File: config.mk
export PLATFORM = sky130hd
export DESIGN_NAME = oec_pipe_ctrl
export DESIGN_NICKNAME = d
export VERILOG_FILES = /design/src/rtl/oec_pkg.sv /design/src/rtl/oec_tag_pipe.sv /design/src/rtl/oec_pipe_ctrl.sv
export SDC_FILE = /design/constraint.sdc
export NUM_CORES = 1
export LEC_CHECK = 0
export BUFFER_PORTS_ARGS = -buffer_cell sky130_fd_sc_hd__buf_2
export CAP_MARGIN = 20
export CORE_ASPECT_RATIO = 0.5
export CORE_MARGIN = 3
export CORE_UTILIZATION = 45
export CTS_CLUSTER_DIAMETER = 60
export CTS_CLUSTER_SIZE = 25
export DETAILED_ROUTE_END_ITERATION = 8
export HOLD_SLACK_MARGIN = 0.15
export MAX_ROUTING_LAYER = met4
export PLACE_DENSITY = 0.63
export SLEW_MARGIN = 20
export SYNTH_ARGS = -nofsm -noshare
export SYNTH_HDL_FRONTEND = slang
export SYNTH_SLANG_ARGS = --single-unit
File: constraint.sdc
create_clock -name clk -period 7.3 [get_ports clk]
set_input_delay 0.73 -clock clk [delete_from_list [all_inputs] [get_ports clk]]
set_output_delay 0.73 -clock clk [all_outputs]
set_load 0.05 [all_outputs]
File: src/rtl/oec_pkg.sv
// Shared definitions for the over-exposure-correction pipeline controller and its datapath.
package oec_pkg;

  typedef enum logic [1:0] {
    ST_IDLE  = 2'd0,
    ST_RUN   = 2'd1,
    ST_DRAIN = 2'd2,
    ST_DONE  = 2'd3
  } state_t;

  // Enable-to-aligned-output latency of the imoy/m, tanh and delay-line datapath.
  localparam int OEC_LAT = 25;

  localparam int TAG_VLD = 3;
  localparam int TAG_SOF = 2;
  localparam int TAG_EOL = 1;
  localparam int TAG_EOF = 0;

  typedef struct packed {
    logic vld;
    logic sof;
    logic eol;
    logic eof;
  } tag_t;

endpackage

File: src/rtl/oec_tag_pipe.sv
// Fixed-latency sideband shift register; the datapath never stalls, so this shifts every cycle.
module oec_tag_pipe
  import oec_pkg::*;
#(
  parameter int LAT = OEC_LAT
) (
  input  logic clk,
  input  logic rst,
  input  logic i_clr,
  input  tag_t i_tag,
  output tag_t o_tag
);

  tag_t [LAT-1:0] r_stage;

  always_ff @(posedge clk or posedge rst) begin
    if (rst) begin
      r_stage <= '0;
    end else if (i_clr) begin
      r_stage <= '0;
    end else begin
      r_stage[0] <= i_tag;
      for (int i = 1; i < LAT; i++) begin
        r_stage[i] <= r_stage[i-1];
      end
    end
  end

  assign o_tag = r_stage[LAT-1];

endmodule

File: src/rtl/oec_pipe_ctrl.sv
// Frame sequencer for the OEC pixel pipeline: raster tagging, credit throttling, drain and abort.
// Optional stall counter port perf_stall is built only when OEC_PIPE_CTRL_PERF_EN is defined.
module oec_pipe_ctrl
  import oec_pkg::*;
#(
  parameter int LAT        = OEC_LAT,
  parameter int FIFO_DEPTH = 32,
  parameter int CW         = 12
) (
  input  logic          clk,
  input  logic          rst,
  input  logic [CW-1:0] cfg_width,
  input  logic [CW-1:0] cfg_height,
  input  logic          start,
  input  logic          abort,
  input  logic          in_valid,
  output logic          in_ready,
  output logic          dp_en,
  input  logic          fifo_pop,
  output logic          tag_vld,
  output logic          tag_sof,
  output logic          tag_eol,
  output logic          tag_eof,
  output logic          fifo_flush,
  output logic          busy,
  output logic          done
`ifdef OEC_PIPE_CTRL_PERF_EN
  ,
  output logic [31:0]   perf_stall
`endif
);

  localparam int CRW = $clog2(FIFO_DEPTH + 1);
  localparam int IFW = $clog2(LAT + 1);

  state_t         r_state;
  logic [CW-1:0]  r_cfg_w, r_cfg_h, r_col, r_row;
  logic [CRW-1:0] r_credit;
  logic [IFW-1:0] r_inflight;
  logic           r_flush, r_done, r_busy;

  logic           w_accept, w_pop, w_sof, w_eol, w_eof;
  logic [IFW-1:0] w_inflight_nxt;
  tag_t           w_tag_in, w_tag_out;

  assign in_ready = (r_state == ST_RUN) && (r_credit < CRW'(FIFO_DEPTH));
  assign w_accept = in_valid && in_ready;
  assign dp_en    = w_accept;
  // Pops against an empty credit pool are dropped so the counter cannot wrap.
  assign w_pop    = fifo_pop && (r_credit != '0);

  assign w_sof = (r_row == '0) && (r_col == '0);
  assign w_eol = (r_col == r_cfg_w - CW'(1));
  assign w_eof = w_eol && (r_row == r_cfg_h - CW'(1));

  assign w_tag_in = {w_accept, w_accept && w_sof, w_accept && w_eol, w_accept && w_eof};

  oec_tag_pipe #(.LAT(LAT)) u_tag_pipe (
    .clk   (clk),
    .rst   (rst),
    .i_clr (abort),
    .i_tag (w_tag_in),
    .o_tag (w_tag_out)
  );

  assign tag_vld    = w_tag_out.vld;
  assign tag_sof    = w_tag_out.sof;
  assign tag_eol    = w_tag_out.eol;
  assign tag_eof    = w_tag_out.eof;
  assign fifo_flush = r_flush;
  assign busy       = r_busy;
  assign done       = r_done;

  always_comb begin
    w_inflight_nxt = r_inflight;
    case ({w_accept, tag_vld})
      2'b10:   w_inflight_nxt = r_inflight + IFW'(1);
      2'b01:   w_inflight_nxt = r_inflight - IFW'(1);
      default: w_inflight_nxt = r_inflight;
    endcase
  end

  always_ff @(posedge clk or posedge rst) begin
    if (rst) begin
      r_credit   <= '0;
      r_inflight <= '0;
    end else if (abort) begin
      r_credit   <= '0;
      r_inflight <= '0;
    end else begin
      r_inflight <= w_inflight_nxt;
      case ({w_accept, w_pop})
        2'b10:   r_credit <= r_credit + CRW'(1);
        2'b01:   r_credit <= r_credit - CRW'(1);
        default: r_credit <= r_credit;
      endcase
    end
  end

  always_ff @(posedge clk or posedge rst) begin
    if (rst) begin
      r_state <= ST_IDLE;
      r_cfg_w <= '0;
      r_cfg_h <= '0;
      r_col   <= '0;
      r_row   <= '0;
      r_flush <= 1'b0;
      r_done  <= 1'b0;
      r_busy  <= 1'b0;
    end else if (abort) begin
      r_state <= ST_IDLE;
      r_col   <= '0;
      r_row   <= '0;
      r_flush <= 1'b1;
      r_done  <= 1'b0;
      r_busy  <= 1'b0;
    end else begin
      r_flush <= 1'b0;
      r_done  <= 1'b0;
      case (r_state)
        ST_IDLE: begin
          if (start) begin
            r_cfg_w <= cfg_width;
            r_cfg_h <= cfg_height;
            r_col   <= '0;
            r_row   <= '0;
            r_busy  <= 1'b1;
            if ((cfg_width == '0) || (cfg_height == '0)) begin
              r_state <= ST_DONE;
              r_done  <= 1'b1;
            end else begin
              r_state <= ST_RUN;
            end
          end
        end
        ST_RUN: begin
          if (w_accept) begin
            if (w_eol) begin
              r_col <= '0;
              r_row <= r_row + CW'(1);
            end else begin
              r_col <= r_col + CW'(1);
            end
            if (w_eof) r_state <= ST_DRAIN;
          end
        end
        ST_DRAIN: begin
          // Leave as soon as the last token exits so done follows the final tag by one cycle.
          if (w_inflight_nxt == '0) begin
            r_state <= ST_DONE;
            r_done  <= 1'b1;
          end
        end
        default: begin
          r_state <= ST_IDLE;
          r_busy  <= 1'b0;
        end
      endcase
    end
  end

`ifdef OEC_PIPE_CTRL_PERF_EN
  logic [31:0] r_perf;

  always_ff @(posedge clk or posedge rst) begin
    if (rst) begin
      r_perf <= '0;
    end else if ((r_state == ST_IDLE) && start && !abort) begin
      r_perf <= '0;
    end else if ((r_state == ST_RUN) && in_valid && !in_ready && (r_perf != '1)) begin
      r_perf <= r_perf + 32'd1;
    end
  end

  assign perf_stall = r_perf;
`endif

endmodule

==> run summary, run 1 <==
power consumption: 0.00274 W
crit path kind: flop to flop
leakage power: 3.92 nW
grt total ovfl: 0
worst skew pair latency: 420 ps
post-route cell area: 8430 um2
Final setup viols: 0
synthesis warning total: 0
Top FF cell, synth: dfrtp_1
Setup crit end kind: flop
#FFs+latches synth: 164
Worst-Margin Slew: 888 ps
met3 wire len: 489 um
number of synthesized flops with an enable pin: 0
Total Nets Final: 740
die outline area: 18300 um2
RSZ-0062 raised after global routing: no
CTS tree: built
register-to-register setup slack: 3430 ps
final setup TNS: 0 ps
GR Util All Layers: 0.162
fin crit period: 3870 ps
Peak supply drop: 202 uV
CTS Buf Count: 17
startpoint type of the worst setup path: flop
status: completed
Top cell by count, worst path: ha_1
final hold violation count: 0
clock power share: 0.315
row cnt: 32
commonest non-fill, non-tap cell in the layout: dfrtp_1
most frequent cells in the layout: dfrtp_1, nor2b_1, nor2_1
PostCTS Resize Cnt: 0
Clock Sinks: 164
slew margin rel.: 0.408
Core ar.: 15800 um2
Die Ht: 97.1 um
metal1 wirelength: 6.80 mm
Seq/Total Area, Yosys: 0.549
max incr delay on CP: 510 ps
sequential fraction of design power: 0.420
Fin Clk Skew: 11.3 ps
initial antenna violation count: 0
drt via density: 5.19
Root Driver: clkbuf_16
DR WL met2: 5.78 mm
Placed Area: 7850 um2
HP Class: flop to flop
Mapped Nets: 711
starting density of the core: 0.472
Fmax: 258 MHz
Reg clk slew, reported paths: 60 ps
Max Cap Violations: 0
CP cell instances: inv_1, ha_1, nand3b_1, ha_1, xor2_1, ha_1, o31a_1, or3_1, a21oi_1, xor2_1, nand4bb_1, a21o_1, or4_1, nand4_1
n_diodes: 0
Net Sw Power: 0.000930 W
CP max-delay cell: or4_1
number of top-level pins: 39
first-pass GRT wire length: 23.2 mm
Required @ worst endpoint: 7650 ps
Placer Congestion: 0.839
sw frac: 0.339
detailed placement HPWL: 8.69 mm
wirelength, routed: 13.2 mm
P&R area growth vs syn: 12.9%
# hold bufs at CTS: 0
Fill cells: 1412
Routed Antenna Nets: 0
number of global-route vias before repair: 4647
internal power: 0.00181 W
Port Buffers: 38
drc violations: 0
fin. max-slew vios: 0
uppermost routed layer: met4
ys async rst share: 1.00
Vias: 4802
Combinational Power Share: 0.265
fraction of layout cells with a size suffix above 1: 0.159
Post-Synthesis Mean Instance Area: 11.3 um2
DRT Pass-1 Iters: 4
power density cells: 325 nW/um2
largest net degree at the start of global routing: 113
Worst Path Max Fanout: 10
Setup Fix Bufs, Post-CTS: 0
DIE WIDTH: 188 um
fin crit share: 0.530
library cells used by synthesis: 61
Syn Std Cell Area: 7470 um2
critical path data arrival time: 4230 ps
clk buf depth: 2
H-tree depth: 4
cells after synthesis: 663
Starting DRT DRC Count: 306
DR WL/cell: 14.3 um
logic make-up (layout without fill, tap and decap cells):
family | count (synthesis) | after routing | synth area share
AND/OR/NAND/NOR | 273 | 273 | 0.216
flip-flops | 164 | 164 | 0.549
AO/OA/AOI/OAI | 71 | 71 | 0.0677
XOR/XNOR | 52 | 52 | 0.0610
buffers and inverters | 52 | 94 | 0.0263
multiplexers | 33 | 33 | 0.0482
adder cells (fa/ha/maj) | 18 | 18 | 0.0312
critical path: cells and delay by family, from the launching register on:
kind	cells	cell delay [ps]
DFF	1	400
buffers and inverters	1	110
adders and majority gates	3	970
xor gates and xnor gates	2	310
and+or+nand+nor	5	1380
AOI/OAI and AO/OA	3	650
area by class of cell:
class	count	area [um2]	area share
tap	221	277	0.0328
sequential	164	4100	0.487
clock buffer	18	429	0.0509
timing repair buffer	41	223	0.0264
inverter	21	83.8	0.00994
multi-input combinational	447	3170	0.376
clock inverter	14	141	0.0168
power by group through the flow:
stage / clock network (W) / registers (W) / logic [W]
6_report: 0.000866 / 0.00115 / 0.000727
3_3_place_gp: 0 / 0.00116 / 0.000707
5_1_grt: 0.000937 / 0.00117 / 0.000818
3_5_place_dp: 0 / 0.00117 / 0.000728
2_1_floorplan: 0 / 0.00112 / 0.000609
4_1_cts: 0.000890 / 0.00115 / 0.000732
registers in the layout (all words and copies together) (netlist names):
name                cells
r_credit                6
r_cfg_w                12
r_inflight              5
r_cfg_h                12
r_row                  12
u_tag_pipe.o_tag        4
u_tag_pipe.r_stage     96
done                    1
fifo_flush              1
r_col                  12
r_state                 2
busy                    1
synthesized netlist by cell type, drive strengths merged (3+ instances only):
cell type	n	area share
nand2b	11	0.0092
mux2i	9	0.012
nand4	8	0.0087
dfrtp	164	0.55
nor2	40	0.020
a21oi	14	0.0099
nor3	12	0.0080
o21ai	13	0.0087
nor2b	100	0.084
xor2	25	0.029
and2	3	0.0025
o211ai	6	0.0060
nand2	25	0.013
inv	21	0.011
nand3	18	0.012
clkbuf	28	0.014
and3	7	0.0060
or4	9	0.010
a211oi	5	0.0067
xnor2	27	0.032
a21o	6	0.0060
buf	3	0.0017
or3	3	0.0025
nand3b	6	0.0060
nor4	16	0.013
o21a	4	0.0040
ha	17	0.028
o2111ai	3	0.0035
mux2	24	0.036
per-stage QoR:
| step | worst slack [ps] | util | hold slack, ps | instances |
|---|---|---|---|---|
| finish | 3430 | 0.533 | 458 | 926 |
| global route | 3070 | 0.533 | 473 | 926 |
| CTS | 3430 | 0.533 | 460 | 926 |
| detailed placement | 3440 | 0.497 | 446 | 894 |
| global placement | 3630 | 0.496 | 440 | 893 |
| floorplan | 2140 | - | 439 | 663 |
worst paths after layout:
| kind | start | end | cells after the start |
|---|---|---|---|
| min in group asynchronous | rst | u_tag_pipe.r_stage[94] | 2 |
| max in group asynchronous | rst | u_tag_pipe.r_stage[72] | 3 |
| hold / removal | u_tag_pipe.r_stage[53] | u_tag_pipe.r_stage[57] | 1 |
| hold reg to reg | u_tag_pipe.r_stage[53] | u_tag_pipe.r_stage[57] | 1 |
| setup reg to reg | r_state[1] | r_state[1] | 14 |
| setup / recovery | r_state[1] | r_state[1] | 14 |
per-layer routing:
metal,vias up,global-route usage
met5,-,-
met4,0,0.0565
met3,14,0.0461
met2,76,0.220
met1,2377,0.233
li1,2335,-
(Power assumes the default switching activity.)
==> inputs of run 2 (changes only) <==
==> constraint.sdc (replaced) <==
create_clock -name clk -period 3.6 [get_ports clk]
set_input_delay 0.36 -clock clk [delete_from_list [all_inputs] [get_ports clk]]
set_output_delay 0.36 -clock clk [all_outputs]
set_load 0.05 [all_outputs]
==> run 2 against run 1 <==
Wire length up 2.9%. Clock-buffer cell count stayed put. Worst setup slack got worse by 3200 ps. First-iteration DRC count shrank 28%. Critical path depth unchanged. Via count rose by 0.17%. Die area is the same. Sequential power up 100%. Total power increased by 110%.
==> run summary, run 2 (synthesis gave the netlist of run 1 again) <==
clk buf depth: 2 (unchanged)
n_diodes: 0 (unchanged)
Starting DRT DRC Count: 221 (-28%)
CTS Buf Count: 17 (unchanged)
Total Nets Final: 747 (+0.95%)
final hold violation count: 0 (unchanged)
Reg clk slew, reported paths: 70 ps (about the same)
DIE WIDTH: 188 um (unchanged)
DRT Pass-1 Iters: 4 (unchanged)
Die Ht: 97.1 um (unchanged)
wirelength, routed: 13.6 mm (+2.9%)
leakage power: 3.97 nW (+1.1%)
starting density of the core: 0.472 (unchanged)
initial antenna violation count: 0 (unchanged)
Worst-Margin Slew: 792 ps (-95.4 ps)
Peak supply drop: 353 uV (+75%)
most frequent cells in the layout: dfrtp_1, nor2b_1, nor2_1
slew margin rel.: 0.471 (+0.0625)
drc violations: 0 (unchanged)
Worst Path Max Fanout: 6 (-4)
worst skew pair latency: 430 ps (about the same)
power density cells: 668 nW/um2 (+110%)
RSZ-0062 raised after global routing: no
Core ar.: 15800 um2 (unchanged)
Routed Antenna Nets: 0 (unchanged)
register-to-register setup slack: 270 ps (-3150 ps)
CTS tree: built
max reg flops: 96 (unchanged)
DR WL/cell: 14.6 um (+2.1%)
grt total ovfl: 0 (unchanged)
first-pass GRT wire length: 23.6 mm (+1.8%)
detailed placement HPWL: 8.91 mm (+2.4%)
H-tree depth: 4 (unchanged)
Required @ worst endpoint: 3940 ps (-3710 ps)
Max Cap Violations: 0 (unchanged)
crit path kind: flop to flop
Fin Clk Skew: 10.5 ps (-0.774 ps)
commonest non-fill, non-tap cell in the layout: dfrtp_1
Top cell by count, worst path: ha_1
startpoint type of the worst setup path: flop
max incr delay on CP: 470 ps (-40 ps)
Fmax: 301 MHz (+16%)
critical path data arrival time: 3660 ps (-570 ps)
HP Class: input port to flop
fraction of layout cells with a size suffix above 1: 0.164 (+0.00546)
P&R area growth vs syn: 14.0%
fin crit period: 3330 ps (-547 ps)
Vias: 4810 (+0.17%)
CP max-delay cell: or4_1
row cnt: 32 (unchanged)
largest net degree at the start of global routing: 103 (-8.8%)
fin crit share: 0.924 (+0.393)
Port Buffers: 38 (unchanged)
number of top-level pins: 39 (unchanged)
hold slack: 170 ps (-288 ps)
Setup crit end kind: flop
fin. max-slew vios: 0 (unchanged)
status: completed
die outline area: 18300 um2 (unchanged)
Fill cells: 1399 (-0.92%)
number of global-route vias before repair: 4651 (+0.086%)
Final setup viols: 0 (unchanged)
CP cell instances: inv_1, ha_1, nand3b_1, ha_1, xor2_1, ha_1, o31a_1, or3_1, a21oi_1, xor2_1, nand4bb_1, a21o_1, or4_1, o2111ai_1
Top reg by flops: u_tag_pipe.r_stage
Placer Congestion: 0.825 (-1.6%)
Clock Sinks: 164 (unchanged)
drt via density: 5.16 (-0.58%)
GR Util All Layers: 0.164 (+0.00176)
Root Driver: clkbuf_16
final setup TNS: 0 ps (unchanged)
[run 2: final cells by class]
type | instances | area, um2 | share of cell area
sequential | 164 | 4100 | 0.482
inverter | 21 | 82.6 | 0.00970
timing repair buffer | 48 | 283 | 0.0332
clock buffer | 18 | 429 | 0.0504
multi-input combinational | 447 | 3170 | 0.372
clock inverter | 14 | 168 | 0.0197
tap | 221 | 277 | 0.0325
[run 2: critical path, delay by kind of cell, from the launching register on]
family | cells | cell delay, ps
adders and majority gates | 3 | 620
buffers and inverters | 1 | 110
xor gates and xnor gates | 2 | 260
and+or+nand+nor | 4 | 1080
DFF | 1 | 400
AOI/OAI and AO/OA | 4 | 760
[run 2: path summary, 6_finish.rpt]
| path | start | cells past startpoint | to |
|---|---|---|---|
| setup / recovery | r_state[1] | 14 | r_state[0] |
| hold / removal | cfg_height[8] | 2 | r_cfg_h[8] |
| setup reg to reg | r_state[1] | 14 | r_state[0] |
| hold reg to reg | u_tag_pipe.r_stage[85] | 1 | u_tag_pipe.r_stage[89] |
| max in group asynchronous | rst | 4 | r_col[0] |
| min in group asynchronous | rst | 3 | u_tag_pipe.r_stage[86] |
[run 2: metrics by stage]
step | util | setup slack (ps) | cell area (um2) | total power, W | instances
after floorplan | - | 3.93 | 7470 | 0.00351 | 663
after global placement | 0.500 | 383 | 7910 | 0.00382 | 900
after detailed placement | 0.500 | 304 | 7910 | 0.00387 | 900
after CTS | 0.538 | 269 | 8510 | 0.00574 | 933
after global routing | 0.538 | 55.9 | 8510 | 0.00603 | 933
final | 0.538 | 275 | 8510 | 0.00568 | 933
[run 2: repair_timing]
action | CTS | global route
setup buffers | 0 | 0
hold buffers | 1 | 0
gates resized for setup | 0 | 0
endpoints found under the hold margin | 33 | 0
[run 2: power by group]
| part | internal (W) | total (W) | switching [W] |
|---|---|---|---|
| logic | 0.000681 | 0.00150 | 0.000817 |
| clock network | 0.00105 | 0.00184 | 0.000798 |
| registers | 0.00204 | 0.00234 | 0.000299 |
| total | 0.00377 | 0.00568 | 0.00191 |
[run 2: routing by layer]
metal / routed length, um / vias to the layer above / global-route usage / share of wire
met5: 0 / - / - / 0
li1: - / 2342 / - / -
met4: 79 / 0 / 0.0530 / 0.0058
met3: 554 / 7 / 0.0407 / 0.041
met2: 6010 / 88 / 0.232 / 0.44
met1: 6960 / 2373 / 0.233 / 0.51
==> inputs of run 3 (changes only) <==
--- a/config.mk
+++ b/config.mk
@@ -7,15 +7,17 @@
 export LEC_CHECK = 0
 export BUFFER_PORTS_ARGS = -buffer_cell sky130_fd_sc_hd__buf_2
 export CAP_MARGIN = 20
+export CELL_PAD_IN_SITES_DETAIL_PLACEMENT = 2
+export CELL_PAD_IN_SITES_GLOBAL_PLACEMENT = 2
 export CORE_ASPECT_RATIO = 0.5
 export CORE_MARGIN = 3
-export CORE_UTILIZATION = 45
+export CORE_UTILIZATION = 41
 export CTS_CLUSTER_DIAMETER = 60
 export CTS_CLUSTER_SIZE = 25
 export DETAILED_ROUTE_END_ITERATION = 8
 export HOLD_SLACK_MARGIN = 0.15
 export MAX_ROUTING_LAYER = met4
-export PLACE_DENSITY = 0.63
+export PLACE_DENSITY = 0.8
 export SLEW_MARGIN = 20
 export SYNTH_ARGS = -nofsm -noshare
 export SYNTH_HDL_FRONTEND = slang
==> constraint.sdc (replaced) <==
create_clock -name clk -period 3.6 [get_ports clk]
set_input_delay 0.36 -clock clk [delete_from_list [all_inputs] [get_ports clk]]
set_output_delay 0.36 -clock clk [all_outputs]
set_load 0.1 [all_outputs]
==> run 3 against run 2 <==
Register-to-register slack worse by 180 ps. Highest routed layer unchanged. Maximum frequency shrank 5.2%. Critical endpoint unchanged. Sequential power is 2% higher. Hold slack improved by 1.9 ps. Flip-flop and latch count did not move. Largest power group unchanged. Critical path depth is the same.
==> run summary, run 3 (synthesis gave the netlist of run 1 again) <==
Reg clk slew, reported paths: 80 ps (about the same)
die outline area: 20000 um2 (+9.3%)
Fmax: 285 MHz (-5.2%)
startpoint type of the worst setup path: flop
most frequent cells in the layout: dfrtp_1, nor2b_1, nor2_1
Root Driver: clkbuf_16
worst setup margin: 93.1 ps (-182 ps)
first-pass GRT wire length: 32.1 mm (+36%)
Worst Path Max Fanout: 6 (unchanged)
DP Worst Slack: 74.1 ps (-229 ps)
P&R area growth vs syn: 14.9%
number of top-level pins: 39 (unchanged)
Largest delay share family, worst path: simple AND/OR/NAND/NOR gates
CP cell instances: inv_2, ha_2, nand3b_1, ha_2, xor2_1, ha_2, o31a_1, or3_1, a21oi_2, xor2_1, nand4bb_1, a21o_1, or4_4, o2111ai_2
leakage power: 3.99 nW (+0.50%)
HP Class: input port to flop
hold slack: 172 ps (+1.95 ps)
Required @ worst endpoint: 3940 ps (about the same)
CP max-delay cell: or4_4
DIE WIDTH: 197 um (+4.6%)
detailed placement HPWL: 12.3 mm (+38%)
fin. max-slew vios: 0 (unchanged)
Peak supply drop: 374 uV (+6.1%)
Routed Antenna Nets: 0 (unchanged)
Port Buffers: 38 (unchanged)
starting density of the core: 0.424 (-0.0482)
fin crit period: 3510 ps (+182 ps)
commonest non-fill, non-tap cell in the layout: dfrtp_1
crit path buf inv count: 1 (unchanged)
number of global-route vias before repair: 5731 (+23%)
Final setup viols: 0 (unchanged)
grt total ovfl: 0 (unchanged)
footprint of the flip-flops and latches: 4100 um2 (unchanged)
Setup crit end kind: flop
max reg flops: 96 (unchanged)
max incr delay on CP: 530 ps (+60 ps)
Vias: 5142 (+6.9%)
met3 wire len: 462 um (-17%)
Top cell by count, worst path: ha_2
largest net degree at the start of global routing: 92 (-11%)
drc violations: 0 (unchanged)
Fill cells: 1784 (+28%)
Total Nets Final: 752 (+0.67%)
DR WL met2: 10.3 mm (+71%)
Max Cap Violations: 0 (unchanged)
CTS tree: built
fin crit share: 0.974 (+0.0505)
wirelength, routed: 19.9 mm (+46%)
uppermost routed layer: met4
drt via density: 5.41 (+4.9%)
GR Util All Layers: 0.217 (+0.0527)
Top reg by flops: u_tag_pipe.r_stage
clk buf depth: 2 (unchanged)
Finished Layout Cells: 951 (+1.9%)
slew margin rel.: 0.521 (+0.0503)
status: completed
power density cells: 695 nW/um2 (+4.1%)
H-tree depth: 4 (unchanged)
Placer Congestion: 0.789 (-4.4%)
DR WL/cell: 20.9 um (+43%)
metal1 wirelength: 8.83 mm (+27%)
Die Ht: 101 um (+4.5%)
fin util: 0.487 (-0.0509)
multi-input logic area: 3190 um2 (+0.67%)
Worst-Margin Slew: 712 ps (-80.3 ps)
row cnt: 34 (+6.3%)
Fin Clk Skew: 11.3 ps (+0.788 ps)
Core ar.: 17600 um2 (+11%)
CTS Buf Count: 17 (unchanged)
Inst Count DP: 914 (+1.6%)
DRT Pass-1 Iters: 4 (unchanged)
crit path kind: flop to flop
critical path data arrival time: 3850 ps (+190 ps)
Starting DRT DRC Count: 189 (-14%)
n_diodes: 0 (unchanged)
fraction of layout cells with a size suffix above 1: 0.181 (+0.0170)
final hold violation count: 0 (unchanged)
worst skew pair latency: 440 ps (about the same)
initial antenna violation count: 0 (unchanged)
Clock Sinks: 164 (unchanged)
==> run 3: through the flow <==
step	power [W]	cell area [um2]	setup TNS, ps
floorplan	0.00357	7470	0
global placement	0.00394	7940	0
detailed placement	0.00407	7940	0
CTS	0.00597	8530	0
global route	0.00633	8580	-193
finish	0.00597	8580	0
==> run 3: per-layer routing <==
layer  GRT usage  up-vias
li1            -     2350
met1       0.263     2711
met2       0.373       57
met3      0.0462       24
met4      0.0563        0
met5           -        -
==> run 3: report_power, final <==
part / switching (W) / total [W] / internal, W
clock: 0.000883 / 0.00181 / 0.000927
sequential: 0.000337 / 0.00238 / 0.00204
combinational: 0.00106 / 0.00178 / 0.000724
==> run 3: layout make-up <==
type | instances | share of cell area
repair buffers | 53 | 0.0388
clock buffers | 17 | 0.0496
inverters | 21 | 0.00962
multi-input cells | 447 | 0.372
flip-flops and latches | 164 | 0.478
well taps | 234 | 0.0341
clock inverters | 15 | 0.0181
==> run 3: worst paths after layout <==
path	startpoint	to	slack, ps	cells past startpoint
min in group asynchronous	rst	u_tag_pipe.r_stage[60]	560	3
worst max-delay path	r_state[1]	r_state[0]	90	14
worst min-delay path	cfg_height[3]	r_cfg_h[3]	170	2
max in group asynchronous	rst	r_row[9]	2160	4
worst min register to register	u_tag_pipe.r_stage[47]	u_tag_pipe.r_stage[51]	460	1
worst max register to register	r_state[1]	r_state[0]	90	14
==> run 3: worst register-to-register path, cell delays in order (launching register included) <==
cell and delay (ps):
dfrtp_1 420, inv_2 90, ha_2 180, nand3b_1 110, ha_2 210, xor2_1 170
ha_2 210, o31a_1 230, or3_1 330, a21oi_2 170, xor2_1 100, nand4bb_1 260
a21o_1 300, or4_4 530, o2111ai_2 110
==> run 3: timing repair <==
action | 4_1_cts | 5_1_grt
hold buffers | 1 | 0
gates resized for setup | 0 | 7
setup endpoints to repair | 1 | 2
buffers inserted | 0 | 4
hold endpoints to repair | 26 | 0
pin swaps | 1 | 4
